`src/rtl/riscv_dump_pkg.sv`:
```
// rtl/riscv_dump_pkg.sv - shared FSM state type and constants for the memory dump reader
package riscv_dump_pkg;

    typedef enum logic [2:0] {
        IDLE = 3'd0,
        REQ  = 3'd1,
        WAIT = 3'd2,
        SEND = 3'd3,
        FIN  = 3'd4
    } dump_state_t;

    localparam int BYTES_PER_WORD = 4;
    localparam int WORD_ADDR_STEP = 4;

endpackage

```
`src/rtl/word_byte_serializer.sv`:
```
// rtl/word_byte_serializer.sv - holds one 32-bit word and emits it LSB-first, one byte per advance
module word_byte_serializer
    import riscv_dump_pkg::*;
(
    input  logic        clk,
    input  logic        rst,
    input  logic        load,
    input  logic [31:0] word,
    input  logic        advance,
    output logic [7:0]  byte_data,
    output logic        last_byte
);

    logic [31:0] shreg;
    logic [1:0]  byte_idx;

    always_ff @(posedge clk or posedge rst) begin
        if (rst) begin
            shreg    <= '0;
            byte_idx <= '0;
        end else if (load) begin
            shreg    <= word;
            byte_idx <= '0;
        end else if (advance) begin
            shreg    <= {8'h00, shreg[31:8]};
            byte_idx <= byte_idx + 2'd1;
        end
    end

    assign byte_data = shreg[7:0];
    assign last_byte = (byte_idx == 2'(BYTES_PER_WORD - 1));

endmodule

```
`src/rtl/mem_dump_reader.sv`:
```
// rtl/mem_dump_reader.sv - streams a range of RAM words out as bytes, one word read at a time
module mem_dump_reader
    import riscv_dump_pkg::*;
#(
    parameter int ADDR_WIDTH = 16
) (
    input  logic                  clk,
    input  logic                  rst,
    input  logic                  start,
    input  logic [ADDR_WIDTH-1:0] base_addr,
    input  logic [ADDR_WIDTH-1:0] word_count,
    output logic                  busy,
    output logic                  done,
    output logic                  mem_req,
    output logic [ADDR_WIDTH-1:0] mem_addr,
    input  logic [31:0]           mem_rdata,
    output logic                  out_valid,
    output logic [7:0]            out_data,
    output logic                  out_last,
    input  logic                  out_ready
);

    dump_state_t           state, state_next;
    logic [ADDR_WIDTH-1:0] addr;
    logic [ADDR_WIDTH-1:0] words_left;
    logic [7:0]            byte_data;
    logic                  last_byte;
    logic                  handshake;
    logic                  last_word;

    assign handshake = (state == SEND) && out_ready;
    assign last_word = (words_left == ADDR_WIDTH'(1));

    word_byte_serializer u_ser (
        .clk       (clk),
        .rst       (rst),
        .load      (state == WAIT),
        .word      (mem_rdata),
        .advance   (handshake),
        .byte_data (byte_data),
        .last_byte (last_byte)
    );

    always_ff @(posedge clk or posedge rst) begin
        if (rst) begin
            state <= IDLE;
        end else begin
            state <= state_next;
        end
    end

    // words_left counts down to 1, so a full-range count never has to hold 2^ADDR_WIDTH
    always_ff @(posedge clk or posedge rst) begin
        if (rst) begin
            addr       <= '0;
            words_left <= '0;
        end else if (state == IDLE && start && word_count != '0) begin
            addr       <= {base_addr[ADDR_WIDTH-1:2], 2'b00};
            words_left <= word_count;
        end else if (handshake && last_byte && !last_word) begin
            addr       <= addr + ADDR_WIDTH'(WORD_ADDR_STEP);
            words_left <= words_left - ADDR_WIDTH'(1);
        end
    end

    always_comb begin
        state_next = state;
        case (state)
            IDLE: begin
                if (start) begin
                    state_next = (word_count != '0) ? REQ : FIN;
                end
            end
            REQ:  state_next = WAIT;
            WAIT: state_next = SEND;
            SEND: begin
                if (handshake && last_byte) begin
                    state_next = last_word ? FIN : REQ;
                end
            end
            FIN:  state_next = IDLE;
            default: state_next = IDLE;
        endcase
    end

    assign busy      = (state != IDLE);
    assign done      = (state == FIN);
    assign mem_req   = (state == REQ);
    assign mem_addr  = mem_req ? addr : '0;
    assign out_valid = (state == SEND);
    assign out_data  = out_valid ? byte_data : 8'h00;
    assign out_last  = out_valid && last_byte && last_word;

endmodule

```
`config.mk`:
```
export PLATFORM = sky130hd
export DESIGN_NAME = mem_dump_reader
export DESIGN_NICKNAME = d
export VERILOG_FILES = /design/src/rtl/riscv_dump_pkg.sv /design/src/rtl/word_byte_serializer.sv /design/src/rtl/mem_dump_reader.sv
export SDC_FILE = /design/constraint.sdc
export NUM_CORES = 1
export LEC_CHECK = 0
export ABC_CLOCK_PERIOD_IN_PS = 3550
export CORE_MARGIN = 2
export CORE_UTILIZATION = 43
export DETAILED_ROUTE_END_ITERATION = 8
export PLACE_DENSITY = 0.79
export SYNTH_ARGS = -nofsm -noshare
export SYNTH_HDL_FRONTEND = slang
export SYNTH_SLANG_ARGS = --single-unit
```
`constraint.sdc`:
```
create_clock -name clk -period 3.55 [get_ports clk]
set_input_delay 0.71 -clock clk [delete_from_list [all_inputs] [get_ports clk]]
set_output_delay 0.71 -clock clk [all_outputs]
set_load 0.05 [all_outputs]
```
==> results of run 1 <==
-- cell usage after synthesis (all sizes together), types with 4 or more instances --
master   n  area (um^2)
o21ai   17         85.1
clkbuf  22         82.6
dfrtp   67         1680
and2    27          169
o311ai   4         35.0
nor3    11         55.1
o211ai   5         37.5
nor2    45          169
a22oi   18          135
a221o    6         60.1
a32oi    6         52.6
or2      6         37.5
inv     13         48.8
nand2   75          282
a31oi    9         56.3
nor4     8         65.1
mux2i    5         50.1
nand3   16         80.1
buf      8         57.6
or3      7         43.8
o22ai    8         50.1
ha       4         50.1
-- metal layers --
metal  vias to the layer above  routed length [um]
li1                       1723                   -
met1                      1709                4280
met2                       119                4740
met3                        15                 572
met4                         0                 182
met5                         -                   0
-- stage by stage --
stage	std cells	area, um^2	util	worst slack (ns)	hold WS, ns
after detailed placement	614	4740	0.552	0.658	0.466
final	630	4940	0.575	0.290	0.481
after CTS	630	4940	0.575	0.282	0.486
after global placement	614	4740	0.552	0.694	0.461
after floorplan	433	3750	-	0.746	0.446
after global routing	630	4940	0.575	0.144	0.519
-- flip-flops by register name (all words and copies together) (netlist names) --
name,flops
addr,14
state,3
u_ser.byte_idx,2
u_ser.shreg,32
words_left,16
-- cell type report --
cell class,count,area (um^2),area share
inverter,13,48.8,0.00987
sequential,67,1680,0.339
multi-input combinational,323,1890,0.383
timing repair buffer,103,991,0.200
clock buffer,9,124,0.0251
tap,108,135,0.0273
clock inverter,7,76.3,0.0154
-- logic make-up after synthesis --
group                      count (synthesis)  synth area share
and+or+nand+nor                          214             0.279
buffers and inverters                     43            0.0504
AOI/OAI and AO/OA                         94             0.185
other                                      1           0.00100
adders and majority gates                  4            0.0134
muxes                                      7            0.0194
DFF                                       67             0.447
xor gates and xnor gates                   2           0.00468
-- cells in the final DEF (no fill, tap or decap), types with 3 or more instances in the layout --
| cell type | count |
|---|---|
| or3b_2 | 3 |
| o311ai_0 | 4 |
| o21ai_0 | 17 |
| or3_1 | 7 |
| a31oi_1 | 9 |
| nor3_1 | 11 |
| nand3_1 | 16 |
| nor2_1 | 44 |
| o221ai_1 | 3 |
| a211o_1 | 3 |
| nor4_1 | 7 |
| o211ai_1 | 5 |
| nand2_1 | 75 |
| inv_1 | 12 |
| mux2i_1 | 5 |
| a22oi_1 | 18 |
| and2_1 | 26 |
| clkbuf_8 | 9 |
| a32oi_1 | 6 |
| nand4_1 | 3 |
| clkdlybuf4s50_1 | 77 |
| buf_4 | 24 |
| a221o_1 | 6 |
| o22ai_1 | 8 |
| or2_2 | 5 |
| dfrtp_1 | 67 |
| ha_1 | 4 |
-- critical path: stages, from the launching register on --
cell and delay [ns]:
dfrtp_1 0.39, inv_1 0.11, ha_1 0.15, or4b_4 0.48, or2_2 0.34, nor3_1 0.34, and3_1 0.26, buf_12 0.15
-- final timing paths --
path | from | end | slack, ns | depth (start not counted)
setup / recovery | words_left[1] | out_last | 0.29 | 7
hold / removal | u_ser.shreg[23] | u_ser.shreg[23] | 0.48 | 2
setup reg to reg | words_left[1] | addr[2] | 0.72 | 8
hold reg to reg | u_ser.shreg[23] | u_ser.shreg[23] | 0.48 | 2
max in group asynchronous | rst | u_ser.shreg[31] | 2.14 | 3
min in group asynchronous | rst | addr[2] | 0.78 | 2
-- power by group --
group	internal, uW	switching, uW
Combinational	652	1000
Clock	329	312
Sequential	1110	303
==> results.md, run 1 <==
* Crit Path Class: flip-flop to output port
* Initial antenna violation count at 0
* Post-synth EDFFs at 0
* Clk buf depth at 2
* Detail-routed via count per cell at 5.66
* Port-buffer cells at 92
* Number of CTS-inserted buffers at 9
* Residual DRC at 0
* Vias in the first global route at 3370
* Synth async-reset ratio at 1.00
* Tot Pwr at 3710 uW
* GR Overflow Total at 0
* Hold Crit Class: flip-flop to flip-flop
* Nets@finish at 589
* RSZ-0062 raised after global routing: no
* Post CTS Setup Buffer Count at 0
* Post-synth cell types at 54
* IO Count at 97
* Maximum vdd ir drop at 0.295 mV
* Core Area at 8590 um^2
* Arrival @ worst endpoint at 2.55 ns
* Rel. slew slack at 0.514
* Chip width at 97.4 um
* Total Routed Length at 9770 um
* Setup violators final at 0
* Share of cells above drive strength 1 at 0.115
* DP HPWL at 6940 um
* Met3 usage at 0.0360
* First-pass GRT wire length at 16000 um
* Total number of vias at 3566
* Synthesis warning total at 0
* Root buf cell: clkbuf_8
* Antenna cells at 0
* Row count at 34
* Fin. Hold Viols at 0
* Die Y at 97.4 um
* Syn Area/Cell at 8.67 um^2
* Crit start category: flip-flop
* Period utilization at 0.918
* Status: finished, final reports clean
* Wirelength per Cell at 15.5 um
* Largest net degree at the start of global routing at 40
* Die Area at 9480 um^2
* Cts hold-fix bufs at 0
* Critical Path Sink Type: output port
* Skew final at 0.00853 ns
* Clk sink count at 67
* Initial DRC count at 253
* Mapped Area at 3750 um^2
* CTS tree: built
* Syn Inst Count at 432
* GRT Total Usage at 0.205
* Met1 usage at 0.285
* Critical path required time at 2.84 ns
* Ys flop type: dfrtp_1
* Slew @ Worst Pin at 0.726 ns
* Sequential area share after synthesis at 0.447
* Gpl congestion at 0.899
* CP max FO at 5
* Pre-antenna DRT Iters at 5
* Max Transition Viols Final at 0
* Area grow syn2layout at 32.0%
* CTS H-tree depth at 3
* Clk Latency, worst-skew pair at 0.34 ns
* Worst-path clk slew at 0.08 ns
* Maxcap violations at 0
* Min Tclk post-route at 3.26 ns
* Number of fill cells at 768
* FF+latch count, synth at 67
* Antenna Nets Post-Route at 0
* Post-cts sizing count at 0
* Leak Pwr at 0.00209 uW
* GRT busiest layer: met2
* Initial Util at 0.436
* Achievable Freq at 307 MHz
* Met2 GRT Util at 0.319
* Post-route setup TNS at 0 ns
* Power Density at 750 nW/um^2
(Power assumes the default switching activity.)
==> run 2: changes to the inputs <==
ABC_AREA = 1   (was unset)
MAX_ROUTING_LAYER = met4   (was unset)
PLACE_DENSITY = 0.78   (was 0.79)
==> run 2 against run 1 <==
Against the previous run: setup slack improved by 0.092 ns; critical path type unchanged; hold slack better by 0.0098 ns; global-route usage up 1.5 points; sequential power about the same; final cell count rose by 23%; via count increased by 13%; highest routed layer unchanged; first-iteration DRC count down 7.9%; largest cell class unchanged; synthesized cell count grew 31%.
==> results.md, run 2 <==
* Area grow syn2layout at 29.7%
* Arrival @ worst endpoint at 2.46 ns (-0.09 ns)
* Core Area at 9200 um^2 (+7.0%)
* Period utilization at 0.892 (-0.0259)
* CTS H-tree depth at 3 (unchanged)
* Largest Register: u_ser.shreg
* Detail-routed via count per cell at 5.22 (-7.8%)
* Skew final at 0.0125 ns (+0.00395 ns)
* CP max FO at 9 (+4)
* Top post-synthesis cells by count: 171 x nand2_1, 81 x nand3_1, 72 x inv_1
* Port-buffer cells at 92 (unchanged)
* Synth async-reset ratio at 1.00 (unchanged)
* Clk Latency, worst-skew pair at 0.35 ns (about the same)
* Share of cells above drive strength 1 at 0.0620 (-0.0529)
* Gpl congestion at 0.981 (+9.1%)
* Syn Inst Count at 568 (+31%)
* Maximum vdd ir drop at 0.492 mV (+67%)
* Crit Path Class: flip-flop to output port
* Yosys top cell by area: dfrtp_1
* Mapped Area at 4040 um^2 (+7.8%)
* Clk buf depth at 2 (unchanged)
* Top flop regs: u_ser.shreg x32, words_left x16, addr x14
* Post-synth EDFFs at 0 (unchanged)
* Post-route setup TNS at 0 ns (unchanged)
* Max reg flops at 32 (unchanged)
* Total number of vias at 4029 (+13%)
* Synth area leaders: dfrtp_1 41%, nand2_1 16%, nand3_1 10%
* Dpl cell area at 5010 um^2 (+5.6%)
* Row count at 35 (+2.9%)
* Clk sink count at 67 (unchanged)
* GR Overflow Total at 0 (unchanged)
* Post CTS Setup Buffer Count at 0 (unchanged)
* Area share of the largest cell type after synthesis at 0.415 (-0.0324)
* Initial Util at 0.439 (+0.00324)
* Finished Cell Area at 5240 um^2 (+6.0%)
* Post-synth cell types at 32 (-41%)
* Hold Crit Class: flip-flop to flip-flop
* Initial DRC count at 233 (-7.9%)
* GRT Total Usage at 0.220 (+0.0148)
* DP HPWL at 7660 um (+10%)
* Fin util at 0.570 (-0.00563)
* Root buf cell: clkbuf_8
* Pre-antenna DRT Iters at 4 (-1)
* Tot Pwr at 4260 uW (+15%)
* Power Density at 813 nW/um^2 (+8.4%)
* Critical Path Sink Type: output port
* Max Transition Viols Final at 0 (unchanged)
* Residual DRC at 0 (unchanged)
* Largest net degree at the start of global routing at 42 (+5.0%)
* Vias in the first global route at 3717 (+10%)
* Leak Pwr at 0.00250 uW (+19%)
* Post-cts sizing count at 0 (unchanged)
* Rel. slew slack at 0.519 (+0.00491)
* Die Y at 101 um (+3.7%)
* Slew @ Worst Pin at 0.720 ns (-0.00548 ns)
* Worst-path clk slew at 0.09 ns (about the same)
* First-pass GRT wire length at 17300 um (+7.7%)
* Most numerous cell in the Yosys netlist: nand2_1
* Crit start category: flip-flop
* Setup violators final at 0 (unchanged)
* Number of CTS-inserted buffers at 9 (unchanged)
* Cells after DPL at 756 (+23%)
* Synthesis warning total at 0 (unchanged)
* Achievable Freq at 316 MHz (+2.9%)
* RSZ-0062 raised after global routing: no
* Sequential area share after synthesis at 0.415 (-0.0324)
* IO Count at 97 (unchanged)
* Commonest non-fill, non-tap cell in the layout: nand2_1
* Fin. Hold Viols at 0 (unchanged)
* Initial antenna violation count at 0 (unchanged)
* CTS tree: built
* Chip width at 101 um (+3.7%)
* Total Routed Length at 10400 um (+6.8%)
* Die Area at 10200 um^2 (+7.5%)
* Maxcap violations at 0 (unchanged)
* Critical path required time at 2.84 ns (about the same)
* Wirelength per Cell at 13.5 um (-13%)
* Status: finished, final reports clean
* Cts hold-fix bufs at 0 (unchanged)
* FF+latch count, synth at 67 (unchanged)
* Antenna cells at 0 (unchanged)
* Finished Layout Cells at 772 (+23%)
* Syn Area/Cell at 7.11 um^2 (-18%)
* Min Tclk post-route at 3.17 ns (-0.0920 ns)
* Antenna Nets Post-Route at 0 (unchanged)
* Nets@finish at 728 (+24%)
* Ys flop type: dfrtp_1
* Most frequent cells in the layout: 171 x nand2_1, 92 x clkdlybuf4s50_1, 81 x nand3_1
-- run 2: cell types whose count changed in the layout (fill, tap and decap cells not counted), sizes merged, moves of 7 or more --
cell           previous run  this run
clkdlybuf4s50            77        92
nor3                     11         3
nand2                    75       176
xor2                      1        12
or3                       7         0
nor2                     45        67
nand3                    16        83
and2                     27         0
buf                      26         4
inv                      15        81
a22oi                    18         0
nor4                      8         0
a31oi                     9         0
-- run 2: cells by family after synthesis --
kind of cell               after synthesis  share of synthesized area
AOI/OAI and AO/OA                       47                     0.0715
buffers and inverters                   97                      0.103
xor gates and xnor gates                13                     0.0282
and+or+nand+nor                        339                      0.369
adders and majority gates                4                     0.0124
other                                    1                   0.000928
DFF                                     67                      0.415
-- run 2: worst max-delay path, cell delays in order, from the launching register on --
cell	delay, ns
dfrtp_1	0.44
nor2_4	0.19
nand2_2	0.16
inv_1	0.17
nand3_1	0.13
nor2_1	0.18
clkdlybuf4s50_1	0.83
-- run 2: power breakdown --
part | switching [uW] | leakage, uW | internal (uW)
Sequential | 271 | 0.000836 | 1110
Clock | 324 | 0.000113 | 408
Combinational | 1410 | 0.00155 | 741
-- run 2: cell type report --
cell class                 instances  area [um^2]
clock buffer                       9          124
clock inverter                     7          105
fill                             860         3960
inverter                          77          292
multi-input combinational        405         1950
sequential                        67         1680
tap                              111          139
timing repair buffer              96          951
-- run 2: path summary, 6_finish.rpt --
kind,from,endpoint,slack (ns),cells after the start
setup reg to reg,state[1],u_ser.shreg[22],1.17,7
min in group asynchronous,rst,u_ser.shreg[17],0.52,2
hold / removal,u_ser.shreg[14],u_ser.shreg[14],0.49,2
hold reg to reg,u_ser.shreg[14],u_ser.shreg[14],0.49,2
max in group asynchronous,rst,addr[14],2.32,3
setup / recovery,state[2],out_last,0.38,6
-- run 2: stage by stage --
stage	worst slack (ns)	hold slack (ns)
after floorplan	0.0383	0.449
after global placement	0.778	0.463
after detailed placement	0.722	0.472
after CTS	0.385	0.492
after global routing	0.272	0.502
final	0.382	0.490
-- run 2: layer usage --
metal / up-vias / GRT usage / share of wire
met1: 1895 / 0.285 / 0.44
met2: 134 / 0.349 / 0.47
met3: 21 / 0.0368 / 0.064
met4: 0 / 0.0811 / 0.022
li1: 1979 / - / -
met5: - / - / 0
==> run 3: changes to the inputs <==
CTS_CLUSTER_DIAMETER = 100   (was unset)
==> results of run 3 <==
Final layout, timing and power as in run 2 (identical DEF).
